==> config.mk <==
export PLATFORM = sky130hd
export DESIGN_NAME = class_clause_data_flat
export DESIGN_NICKNAME = d
export VERILOG_FILES = /design/src/rtl/class_clause_data_if.sv /design/src/rtl/class_clause_data.sv /design/src/flat_wrapper.sv
export SDC_FILE = /design/constraint.sdc
export NUM_CORES = 1
export LEC_CHECK = 0
export BUFFER_PORTS_ARGS = -buffer_cell sky130_fd_sc_hd__buf_2
export CORE_ASPECT_RATIO = 1.5
export CORE_MARGIN = 8
export CORE_UTILIZATION = 29
export CTS_CLUSTER_DIAMETER = 120
export DETAILED_ROUTE_END_ITERATION = 16
export PLACE_DENSITY_LB_ADDON = 0.2
export SLEW_MARGIN = 20
export SYNTH_ARGS = -nofsm -noshare
export SYNTH_HDL_FRONTEND = slang
export SYNTH_SLANG_ARGS = --single-unit
export TNS_END_PERCENT = 20
==> constraint.sdc <==
create_clock -name clk -period 18.14 [get_ports clk]
set_input_delay 1.814 -clock clk [delete_from_list [all_inputs] [get_ports clk]]
set_output_delay 1.814 -clock clk [all_outputs]
set_load 0.1 [all_outputs]
==> src/rtl/class_clause_data_if.sv <==
// Bundles the capture strobes, packed lists, index selects and decoded/summary
// outputs of class_clause_data; the master drives lists, the slave is the monitor.
interface class_clause_data_if #(
  parameter int NUM_VARS         = 8,
  parameter int NUM_LVLS         = 8,
  parameter int WIDTH_LVL        = 16,
  parameter int WIDTH_BIN_ID     = 10,
  parameter int WIDTH_VAR_STATES = 30,
  parameter int WIDTH_LVL_STATES = 30,
  parameter int IDX_WIDTH        = 3
) ();
  logic                                   set_clause_i;
  logic [NUM_VARS*2-1:0]                  clause_i;
  logic                                   set_vs_i;
  logic [WIDTH_VAR_STATES*NUM_VARS-1:0]   var_state_i;
  logic                                   set_ls_i;
  logic [WIDTH_LVL_STATES*NUM_LVLS-1:0]   lvl_states_i;
  logic [IDX_WIDTH-1:0]                   lit_idx_i;
  logic [IDX_WIDTH-1:0]                   lvl_idx_i;

  logic                                   clause_valid_o;
  logic                                   vs_valid_o;
  logic                                   ls_valid_o;
  logic [1:0]                             lit_o;
  logic [IDX_WIDTH:0]                     lit_cnt_o;
  logic [IDX_WIDTH:0]                     pos_cnt_o;
  logic [IDX_WIDTH:0]                     neg_cnt_o;
  logic [1:0]                             vs_value_o;
  logic                                   vs_implied_o;
  logic [WIDTH_LVL-1:0]                   vs_level_o;
  logic [IDX_WIDTH:0]                     vs_assigned_cnt_o;
  logic [WIDTH_LVL-1:0]                   vs_max_level_o;
  logic [WIDTH_BIN_ID-1:0]                ls_dcd_bin_o;
  logic                                   ls_has_bkt_o;
  logic [IDX_WIDTH:0]                     ls_bkt_cnt_o;

  modport master (
    output set_clause_i, clause_i, set_vs_i, var_state_i, set_ls_i, lvl_states_i,
           lit_idx_i, lvl_idx_i,
    input  clause_valid_o, vs_valid_o, ls_valid_o, lit_o, lit_cnt_o, pos_cnt_o,
           neg_cnt_o, vs_value_o, vs_implied_o, vs_level_o, vs_assigned_cnt_o,
           vs_max_level_o, ls_dcd_bin_o, ls_has_bkt_o, ls_bkt_cnt_o
  );

  modport slave (
    input  set_clause_i, clause_i, set_vs_i, var_state_i, set_ls_i, lvl_states_i,
           lit_idx_i, lvl_idx_i,
    output clause_valid_o, vs_valid_o, ls_valid_o, lit_o, lit_cnt_o, pos_cnt_o,
           neg_cnt_o, vs_value_o, vs_implied_o, vs_level_o, vs_assigned_cnt_o,
           vs_max_level_o, ls_dcd_bin_o, ls_has_bkt_o, ls_bkt_cnt_o
  );
endinterface

==> src/rtl/class_clause_data.sv <==
// Monitor that latches a clause, var-state list and lvl-state list heading to
// update_bin, decodes one entry of each by index and registers summary counts.
module class_clause_data #(
  parameter int NUM_VARS         = 8,
  parameter int NUM_LVLS         = 8,
  parameter int WIDTH_LVL        = 16,
  parameter int WIDTH_BIN_ID     = 10,
  parameter int WIDTH_VAR_STATES = 30,
  parameter int WIDTH_LVL_STATES = 30,
  parameter int IDX_WIDTH        = 3
) (
  input logic               clk,
  input logic               rst,
  class_clause_data_if.slave bus
);
  localparam logic [IDX_WIDTH:0] CNT_ONE = 1;

  logic [NUM_VARS*2-1:0]                clause_q;
  logic [WIDTH_VAR_STATES*NUM_VARS-1:0] vs_q;
  logic [WIDTH_LVL_STATES*NUM_LVLS-1:0] ls_q;
  logic                                 clause_valid_q, vs_valid_q, ls_valid_q;

  logic [IDX_WIDTH:0]   lit_cnt_d, pos_cnt_d, neg_cnt_d, asg_cnt_d, bkt_cnt_d;
  logic [IDX_WIDTH:0]   lit_cnt_q, pos_cnt_q, neg_cnt_q, asg_cnt_q, bkt_cnt_q;
  logic [WIDTH_LVL-1:0] max_lvl_d, max_lvl_q;

  logic [1:0]              lit_sel, val_sel;
  logic                    imp_sel, bkt_sel;
  logic [WIDTH_LVL-1:0]    lvl_sel;
  logic [WIDTH_BIN_ID-1:0] dcd_sel;

  // Summary next-state: pure function of the stored lists
  always_comb begin
    lit_cnt_d = '0;
    pos_cnt_d = '0;
    neg_cnt_d = '0;
    asg_cnt_d = '0;
    bkt_cnt_d = '0;
    max_lvl_d = '0;
    for (int k = 0; k < NUM_VARS; k++) begin
      if (clause_q[2*k +: 2] != 2'b00) lit_cnt_d = lit_cnt_d + CNT_ONE;
      if (clause_q[2*k +: 2] == 2'b01) pos_cnt_d = pos_cnt_d + CNT_ONE;
      if (clause_q[2*k +: 2] == 2'b10) neg_cnt_d = neg_cnt_d + CNT_ONE;
      if (vs_q[k*WIDTH_VAR_STATES + WIDTH_LVL + 1 +: 2] != 2'b00) begin
        asg_cnt_d = asg_cnt_d + CNT_ONE;
        if (vs_q[k*WIDTH_VAR_STATES +: WIDTH_LVL] > max_lvl_d)
          max_lvl_d = vs_q[k*WIDTH_VAR_STATES +: WIDTH_LVL];
      end
    end
    for (int k = 0; k < NUM_LVLS; k++) begin
      if (ls_q[k*WIDTH_LVL_STATES]) bkt_cnt_d = bkt_cnt_d + CNT_ONE;
    end
  end

  // Indexed decode; unmatched (out-of-range) indices fall through to zero
  always_comb begin
    lit_sel = '0;
    val_sel = '0;
    imp_sel = 1'b0;
    lvl_sel = '0;
    dcd_sel = '0;
    bkt_sel = 1'b0;
    for (int k = 0; k < NUM_VARS; k++) begin
      if (int'(bus.lit_idx_i) == k) begin
        lit_sel = clause_q[2*k +: 2];
        lvl_sel = vs_q[k*WIDTH_VAR_STATES +: WIDTH_LVL];
        imp_sel = vs_q[k*WIDTH_VAR_STATES + WIDTH_LVL];
        val_sel = vs_q[k*WIDTH_VAR_STATES + WIDTH_LVL + 1 +: 2];
      end
    end
    for (int k = 0; k < NUM_LVLS; k++) begin
      if (int'(bus.lvl_idx_i) == k) begin
        bkt_sel = ls_q[k*WIDTH_LVL_STATES];
        dcd_sel = ls_q[k*WIDTH_LVL_STATES + 1 +: WIDTH_BIN_ID];
      end
    end
  end

  always_ff @(posedge clk) begin
    if (rst) begin
      clause_q       <= '0;
      vs_q           <= '0;
      ls_q           <= '0;
      clause_valid_q <= 1'b0;
      vs_valid_q     <= 1'b0;
      ls_valid_q     <= 1'b0;
      lit_cnt_q      <= '0;
      pos_cnt_q      <= '0;
      neg_cnt_q      <= '0;
      asg_cnt_q      <= '0;
      bkt_cnt_q      <= '0;
      max_lvl_q      <= '0;
    end else begin
      if (bus.set_clause_i) begin
        clause_q       <= bus.clause_i;
        clause_valid_q <= 1'b1;
      end
      if (bus.set_vs_i) begin
        vs_q       <= bus.var_state_i;
        vs_valid_q <= 1'b1;
      end
      if (bus.set_ls_i) begin
        ls_q       <= bus.lvl_states_i;
        ls_valid_q <= 1'b1;
      end
      lit_cnt_q <= lit_cnt_d;
      pos_cnt_q <= pos_cnt_d;
      neg_cnt_q <= neg_cnt_d;
      asg_cnt_q <= asg_cnt_d;
      bkt_cnt_q <= bkt_cnt_d;
      max_lvl_q <= max_lvl_d;
    end
  end

  assign bus.clause_valid_o    = clause_valid_q;
  assign bus.vs_valid_o        = vs_valid_q;
  assign bus.ls_valid_o        = ls_valid_q;
  assign bus.lit_o             = lit_sel;
  assign bus.lit_cnt_o         = lit_cnt_q;
  assign bus.pos_cnt_o         = pos_cnt_q;
  assign bus.neg_cnt_o         = neg_cnt_q;
  assign bus.vs_value_o        = val_sel;
  assign bus.vs_implied_o      = imp_sel;
  assign bus.vs_level_o        = lvl_sel;
  assign bus.vs_assigned_cnt_o = asg_cnt_q;
  assign bus.vs_max_level_o    = max_lvl_q;
  assign bus.ls_dcd_bin_o      = dcd_sel;
  assign bus.ls_has_bkt_o      = bkt_sel;
  assign bus.ls_bkt_cnt_o      = bkt_cnt_q;
endmodule

==> src/flat_wrapper.sv <==
// flat-port wrapper written by rule: the top's interface ports become plain ports
module class_clause_data_flat 
#(
  parameter int NUM_VARS         = 8,
  parameter int NUM_LVLS         = 8,
  parameter int WIDTH_LVL        = 16,
  parameter int WIDTH_BIN_ID     = 10,
  parameter int WIDTH_VAR_STATES = 30,
  parameter int WIDTH_LVL_STATES = 30,
  parameter int IDX_WIDTH        = 3
)
  (clk, rst, bus_set_clause_i, bus_clause_i, bus_set_vs_i, bus_var_state_i, bus_set_ls_i, bus_lvl_states_i, bus_lit_idx_i, bus_lvl_idx_i, bus_clause_valid_o, bus_vs_valid_o, bus_ls_valid_o, bus_lit_o, bus_lit_cnt_o, bus_pos_cnt_o, bus_neg_cnt_o, bus_vs_value_o, bus_vs_implied_o, bus_vs_level_o, bus_vs_assigned_cnt_o, bus_vs_max_level_o, bus_ls_dcd_bin_o, bus_ls_has_bkt_o, bus_ls_bkt_cnt_o);
  class_clause_data_if #(.NUM_VARS(NUM_VARS), .NUM_LVLS(NUM_LVLS), .WIDTH_LVL(WIDTH_LVL), .WIDTH_BIN_ID(WIDTH_BIN_ID), .WIDTH_VAR_STATES(WIDTH_VAR_STATES), .WIDTH_LVL_STATES(WIDTH_LVL_STATES), .IDX_WIDTH(IDX_WIDTH)) bus_i ();
  input logic clk;
  input logic rst;
  input wire logic [$bits(bus_i.set_clause_i)-1:0] bus_set_clause_i;
  input wire logic [$bits(bus_i.clause_i)-1:0] bus_clause_i;
  input wire logic [$bits(bus_i.set_vs_i)-1:0] bus_set_vs_i;
  input wire logic [$bits(bus_i.var_state_i)-1:0] bus_var_state_i;
  input wire logic [$bits(bus_i.set_ls_i)-1:0] bus_set_ls_i;
  input wire logic [$bits(bus_i.lvl_states_i)-1:0] bus_lvl_states_i;
  input wire logic [$bits(bus_i.lit_idx_i)-1:0] bus_lit_idx_i;
  input wire logic [$bits(bus_i.lvl_idx_i)-1:0] bus_lvl_idx_i;
  output wire logic [$bits(bus_i.clause_valid_o)-1:0] bus_clause_valid_o;
  output wire logic [$bits(bus_i.vs_valid_o)-1:0] bus_vs_valid_o;
  output wire logic [$bits(bus_i.ls_valid_o)-1:0] bus_ls_valid_o;
  output wire logic [$bits(bus_i.lit_o)-1:0] bus_lit_o;
  output wire logic [$bits(bus_i.lit_cnt_o)-1:0] bus_lit_cnt_o;
  output wire logic [$bits(bus_i.pos_cnt_o)-1:0] bus_pos_cnt_o;
  output wire logic [$bits(bus_i.neg_cnt_o)-1:0] bus_neg_cnt_o;
  output wire logic [$bits(bus_i.vs_value_o)-1:0] bus_vs_value_o;
  output wire logic [$bits(bus_i.vs_implied_o)-1:0] bus_vs_implied_o;
  output wire logic [$bits(bus_i.vs_level_o)-1:0] bus_vs_level_o;
  output wire logic [$bits(bus_i.vs_assigned_cnt_o)-1:0] bus_vs_assigned_cnt_o;
  output wire logic [$bits(bus_i.vs_max_level_o)-1:0] bus_vs_max_level_o;
  output wire logic [$bits(bus_i.ls_dcd_bin_o)-1:0] bus_ls_dcd_bin_o;
  output wire logic [$bits(bus_i.ls_has_bkt_o)-1:0] bus_ls_has_bkt_o;
  output wire logic [$bits(bus_i.ls_bkt_cnt_o)-1:0] bus_ls_bkt_cnt_o;
  assign bus_i.set_clause_i = bus_set_clause_i;
  assign bus_i.clause_i = bus_clause_i;
  assign bus_i.set_vs_i = bus_set_vs_i;
  assign bus_i.var_state_i = bus_var_state_i;
  assign bus_i.set_ls_i = bus_set_ls_i;
  assign bus_i.lvl_states_i = bus_lvl_states_i;
  assign bus_i.lit_idx_i = bus_lit_idx_i;
  assign bus_i.lvl_idx_i = bus_lvl_idx_i;
  assign bus_clause_valid_o = bus_i.clause_valid_o;
  assign bus_vs_valid_o = bus_i.vs_valid_o;
  assign bus_ls_valid_o = bus_i.ls_valid_o;
  assign bus_lit_o = bus_i.lit_o;
  assign bus_lit_cnt_o = bus_i.lit_cnt_o;
  assign bus_pos_cnt_o = bus_i.pos_cnt_o;
  assign bus_neg_cnt_o = bus_i.neg_cnt_o;
  assign bus_vs_value_o = bus_i.vs_value_o;
  assign bus_vs_implied_o = bus_i.vs_implied_o;
  assign bus_vs_level_o = bus_i.vs_level_o;
  assign bus_vs_assigned_cnt_o = bus_i.vs_assigned_cnt_o;
  assign bus_vs_max_level_o = bus_i.vs_max_level_o;
  assign bus_ls_dcd_bin_o = bus_i.ls_dcd_bin_o;
  assign bus_ls_has_bkt_o = bus_i.ls_has_bkt_o;
  assign bus_ls_bkt_cnt_o = bus_i.ls_bkt_cnt_o;
  class_clause_data #(.NUM_VARS(NUM_VARS), .NUM_LVLS(NUM_LVLS), .WIDTH_LVL(WIDTH_LVL), .WIDTH_BIN_ID(WIDTH_BIN_ID), .WIDTH_VAR_STATES(WIDTH_VAR_STATES), .WIDTH_LVL_STATES(WIDTH_LVL_STATES), .IDX_WIDTH(IDX_WIDTH)) u_core (.clk(clk), .rst(rst), .bus(bus_i));
endmodule
# == After elaboration in Yosys (flattened, before gate mapping) ==
# Cells that the tools add are included.
# op_classes
n_reduce_logical,18
n_eq_ne,30
n_addsub,35
mux,104
order_cmp,8
# ops
cell,count
16-bit 2-to-1 mux,24
4-bit 2-to-1 mux,34
4-bit by 1-bit adder with 4-bit output (second input constant),30
16-bit greater-than comparator,7
10-bit 2-to-1 mux,8
2-bit 2-to-1 mux,17
2-bit nonzero test,16
3-bit == test (second input constant),8
1-bit 2-to-1 mux,21
2-bit by 1-bit == test with 1-bit output (second input constant),8
2-bit == test (second input constant),8
16-bit by 1-bit greater-than comparator with 1-bit output (second input constant),1
3-bit by 2-bit == test with 1-bit output (second input constant),4
1-bit by 1-bit adder with 2-bit output (second input constant),5
3-bit by 1-bit == test with 1-bit output (second input constant),2
3-bit logical NOT,2
# totals
inputBits,507
output_inout_bits,71
elab_cells,207
ff_bits,505

# == Longest topological paths before layout ==
# logic_depth
depth_word,24
depth_mapped,100
depth_no_buf,86

# == Worst setup path before layout ==
# OpenSTA, ideal clock, no wires.
# synth_timing
path_kind,register -> register
from,reg u_core.vs_q[17]
to,"reg u_core.max_lvl_q[10], in the netlist u_core.bus.vs_max_level_o[10]"
path_buffers,15
arrival_ns,16.068
path_stages_with_launch,95
slack_ns,1.942
setup_ns,0.130
period_less_slack_ns,16.198
path_cell_list,dfxtp_1 -> or2_2 -> clkbuf_1 -> clkbuf_1 -> nand2_1 -> ha_1 -> nand4_2 -> a2111o_1 -> a31oi_4 -> clkbuf_1 -> clkbuf_1 -> nand2_1 -> o21ai_0 -> inv_1 -> ha_1 -> nand4_1 -> or4_1 -> a221oi_1 -> [... 59 more ...] -> mux2i_1 -> ha_1 -> o21ai_0 -> nand2b_1 -> a21oi_1 -> nor2b_1 -> o21ai_0 -> nand2b_1 -> a21oi_1 -> nor2b_1 -> o21ai_0 -> a21boi_0 -> o21ai_0 -> a21oi_1 -> clkbuf_1 -> clkbuf_1 -> nand3b_1 -> o311ai_1
# synth_via
elab_chain_len,23
# synth_rtl
item,line,rtl
start: declaration,class_clause_data.sv:19,logic [WIDTH_VAR_STATES*NUM_VARS-1:0] vs_q;
start signal: assignment,class_clause_data.sv:99,vs_q <= bus.var_state_i;
2-bit nonzero test *,class_clause_data.sv:44,if (vs_q[k*WIDTH_VAR_STATES + WIDTH_LVL + 1 +: 2] != 2'b00) begin
16-bit 2-to-1 mux *,class_clause_data.sv:44,
16-bit greater-than comparator,class_clause_data.sv:46,if (vs_q[k*WIDTH_VAR_STATES +: WIDTH_LVL] > max_lvl_d)
16-bit 2-to-1 mux,class_clause_data.sv:46,
16-bit 2-to-1 mux *,class_clause_data.sv:44,
16-bit greater-than comparator,class_clause_data.sv:46,
16-bit 2-to-1 mux,class_clause_data.sv:46,
16-bit 2-to-1 mux *,class_clause_data.sv:44,
[... 7 more ...],--,
16-bit 2-to-1 mux,class_clause_data.sv:46,
16-bit 2-to-1 mux *,class_clause_data.sv:44,
16-bit greater-than comparator,class_clause_data.sv:46,
16-bit 2-to-1 mux,class_clause_data.sv:46,
16-bit 2-to-1 mux *,class_clause_data.sv:44,
16-bit greater-than comparator,class_clause_data.sv:46,
16-bit 2-to-1 mux,class_clause_data.sv:46,
16-bit 2-to-1 mux *,class_clause_data.sv:44,
end signal: assignment,class_clause_data.sv:111,max_lvl_q <= max_lvl_d;
end: declaration,class_clause_data.sv:25,"logic [WIDTH_LVL-1:0] max_lvl_d, max_lvl_q;"
# Mark *: on every way between the ends. The rest lies on a longest branch, timed or not.
# A chain may end at the register's enable or synchronous reset.

# == Worst setup path after layout ==
# layout_timing
from,reg u_core.vs_q[18]
to,"reg u_core.max_lvl_q[5], in the netlist u_core.bus.vs_max_level_o[5]"
# The elaborated chain is that of the path after synthesis.

==> summary.md <==
| Metric | Value |
|---|---|
| Multi-input logic area | 0.01197 mm² |
| Die Area | 0.07317 mm² |
| Wire length per cell | 19.86 µm |
| Routability cong. | 0.8570 |
| Yosys top cell area share | 31.52% |
| CTS H-tree depth | 2 |
| WHS Path Cells | 2 |
| Synth Flop Type | dfxtp_1 |
| Max stage delay on crit path | 0.50 ns |
| Area delta synth->final | 22.40% |
| Iteration-0 DRC Markers | 1045 |
| Slowest stage cell, crit path | or4_1 |
| Later-pin clock latency in the skew report | 0.55 ns |
| Sequential area share after synthesis | 31.52% |
| Slew Limit Headroom | 30.47% |
| Die boundary width | 223.5 µm |
| VDD IR-drop max | 0.06833 mV |
| Hpwl dp | 52820 µm |
| Fillers | 6710 |
| Synth cell types | 84 |
| Routed vias | 16560 |
| Final Hold Fails | 0 |
| WS Path Type | flip-flop to flip-flop |
| Setup tns final | 0 ns |
| Most frequent cell after synthesis | nor2_1 |
| Total power | 0.002342 W |
| Synth top area cells | dfxtp_1, mux2i_1, ha_1, nor2_1, nand2_1 |
| Initial antenna violation count | 8 |
| CTS tree | built |
| Worst setup EP type | flip-flop |
| Total CTS buffers | 34 |
| Global-route wire length before repair | 102300 µm |
| CP bufs+invs | 12 |
| Longest Clk Path Bufs | 3 |
| Max_cap viols | 0 |
| Place WS | 0.8948 ns |
| Post-Syn Nets | 2847 |
| Pre-antenna DRT Iters | 5 |
| Tmin final | 16.82 ns |
| Ys async rst share | 0% |
| Die Y | 327.3 µm |
| Reg area | 0.005906 mm² |
| Power density over the cells | 102.1 mW/mm² |
| Layout cells sized above 1 | 21.69% |
| Yosys Warn Count | 0 |
| Cells after Synth | 2202 |
| Clk sinks | 295 |
| Most frequent cells after synthesis | nor2_1, mux2i_1, dfxtp_1 |
| GRT Total Usage | 17.83% |
| Leak | 10.82 nW |
| Remaining global-route overflow | 0 |
| Seq cells post-synth | 295 |
| Most common cell on crit path | a21oi_1 |
| Cell taking the most area after synthesis | dfxtp_1 |
| Critical path depth | 86 |
| Max Freq | 0.05945 GHz |
| Initial Util | 29.19% |
| Worst Setup Slack, final | 1.321 ns |
| Final period util | 92.72% |
| CTS clk-pin slew, worst paths | 0.06 ns |
| DRC Markers | 0 |
| Top delay family on crit path | compound AO/OA/AOI/OAI gates |
| Worst Path Max Fanout | 19 |
| Port bufs | 337 |
| Core Footprint | 0.06419 mm² |
| EDFF count, synth | 0 |
| Root buffer cell | clkbuf_16 |
| Largest net degree at the start of global routing | 147 |
| CP Data Required Time | 18.64 ns |
| Setup violations, final | 0 |
| Vias in the first global route | 17062 |
| Startpoint Class | flip-flop |
| Post-DRT Antenna Nets | 0 |
| Final Core Density | 35.73% |
| Row cnt | 114 |
| Vias per cell | 4.902 |
| Arr. time, crit path | 17.32 ns |
| Syn Area/Cell | 8.510 µm² |
| Synth Cell Area | 0.01874 mm² |
| Max Slew Vio Count | 0 |
| Detailed Route WL | 67100 µm |
| Worst min path class | flip-flop to flip-flop |
| Worst-Margin Slew | 1.043 ns |
| Clk_skew | 0.02468 ns |
| R2R cell count | 86 |
| Hold slack | 0.4679 ns |
| IO Count | 578 |
| Post-layout net count | 3184 |
| Run status | completed |
layer usage:
layer / GRT usage [%] / up-vias / part of all wire [%]
met5: 0 / - / 0.034
met4: 4.489 / 4 / 2.2
met3: 3.804 / 75 / 5.8
met2: 30.38 / 429 / 47
met1: 22.63 / 7685 / 45
li1: - / 8367 / -
layout make-up:
cell class                 count  share of cell area, %
clock buffer                  47                  4.375
clock inverter                13                 0.9056
tap                          812                  4.430
inverter                     106                  1.735
multi-input combinational   1674                  52.19
timing repair buffer         428                  10.59
antenna                        3                0.03273
sequential                   295                  25.75
power breakdown:
group          total (W)  switching [W]  internal (W)
sequential      0.000744      0.0000455      0.000699
clock           0.000750       0.000290      0.000460
combinational   0.000848       0.000543      0.000305
total            0.00234       0.000878       0.00146
path summary, 6_finish.rpt:
kind	start	endpoint	slack, ns
hold reg to reg	u_core.bus.vs_valid_o	u_core.bus.vs_valid_o	0.47
setup reg to reg	u_core.vs_q[18]	u_core.bus.vs_max_level_o[5]	1.32
setup / recovery	u_core.vs_q[18]	u_core.bus.vs_max_level_o[5]	1.32
hold / removal	u_core.bus.vs_valid_o	u_core.bus.vs_valid_o	0.47
sequential cells by signal (all words and copies together), names as in the netlist:
register	flops
u_core.bus.clause_valid_o	1
u_core.bus.lit_cnt_o	4
u_core.bus.ls_bkt_cnt_o	4
u_core.bus.ls_valid_o	1
u_core.bus.neg_cnt_o	4
u_core.bus.pos_cnt_o	4
u_core.bus.vs_assigned_cnt_o	4
u_core.bus.vs_max_level_o	16
u_core.bus.vs_valid_o	1
u_core.clause_q	16
u_core.ls_q	88
u_core.vs_q	152
timing repair:
item	4_1_cts	5_1_grt
buffers inserted	0	5
hold buffers	0	0
setup endpoints to repair	0	16
endpoints found under the hold margin	0	0
resized for setup	0	8
cell usage in the layout (no fill, tap or decap), drive strengths merged, types with 4 or more instances in the layout:
master	synthesis	final
or2	7	7
o221ai	12	12
or3	4	4
clkinv	0	5
mux4	7	7
dfxtp	295	295
xor2	23	23
clkbuf	96	48
a21o	25	25
a22o	24	24
inv	106	108
mux2i	339	339
nand4	23	23
xnor2	46	46
and3	6	6
nand2b	25	25
nand3b	26	26
mux2	34	34
nor4	7	7
nor2	381	381
o211ai	28	28
o21ai	100	100
o22ai	6	6
bufinv	0	5
ha	138	138
a31oi	8	9
o31ai	4	4
o311ai	14	14
nor3	11	11
a211oi	7	7
nand2	168	168
and2	7	7
nor3b	18	18
nand3	26	26
o21a	6	6
nor2b	20	20
a21oi	86	86
buf	32	427
stage by stage:
stage / instance area [µm²] / std cells
6_report: 22940 / 3378
3_3_place_gp: 21640 / 3309
3_5_place_dp: 21640 / 3309
4_1_cts: 22850 / 3369
2_1_floorplan: 18740 / 2202
5_1_grt: 22930 / 3377
cells by family after synthesis:
family	after synthesis	share of synthesized area [%]
AOI/OAI and AO/OA	348	12.46
DFF	295	31.52
muxes	380	21.01
and+or+nand+nor	738	17.66
buffers and inverters	234	4.874
xor gates and xnor gates	69	3.265
adders and majority gates	138	9.215
worst min-delay path, delay by kind of cell (launching register included):
kind             cells  cell delay [ns]
and+or+nand+nor      2             0.11
DFF                  1             0.33
Power figures use the tool's default switching activity.
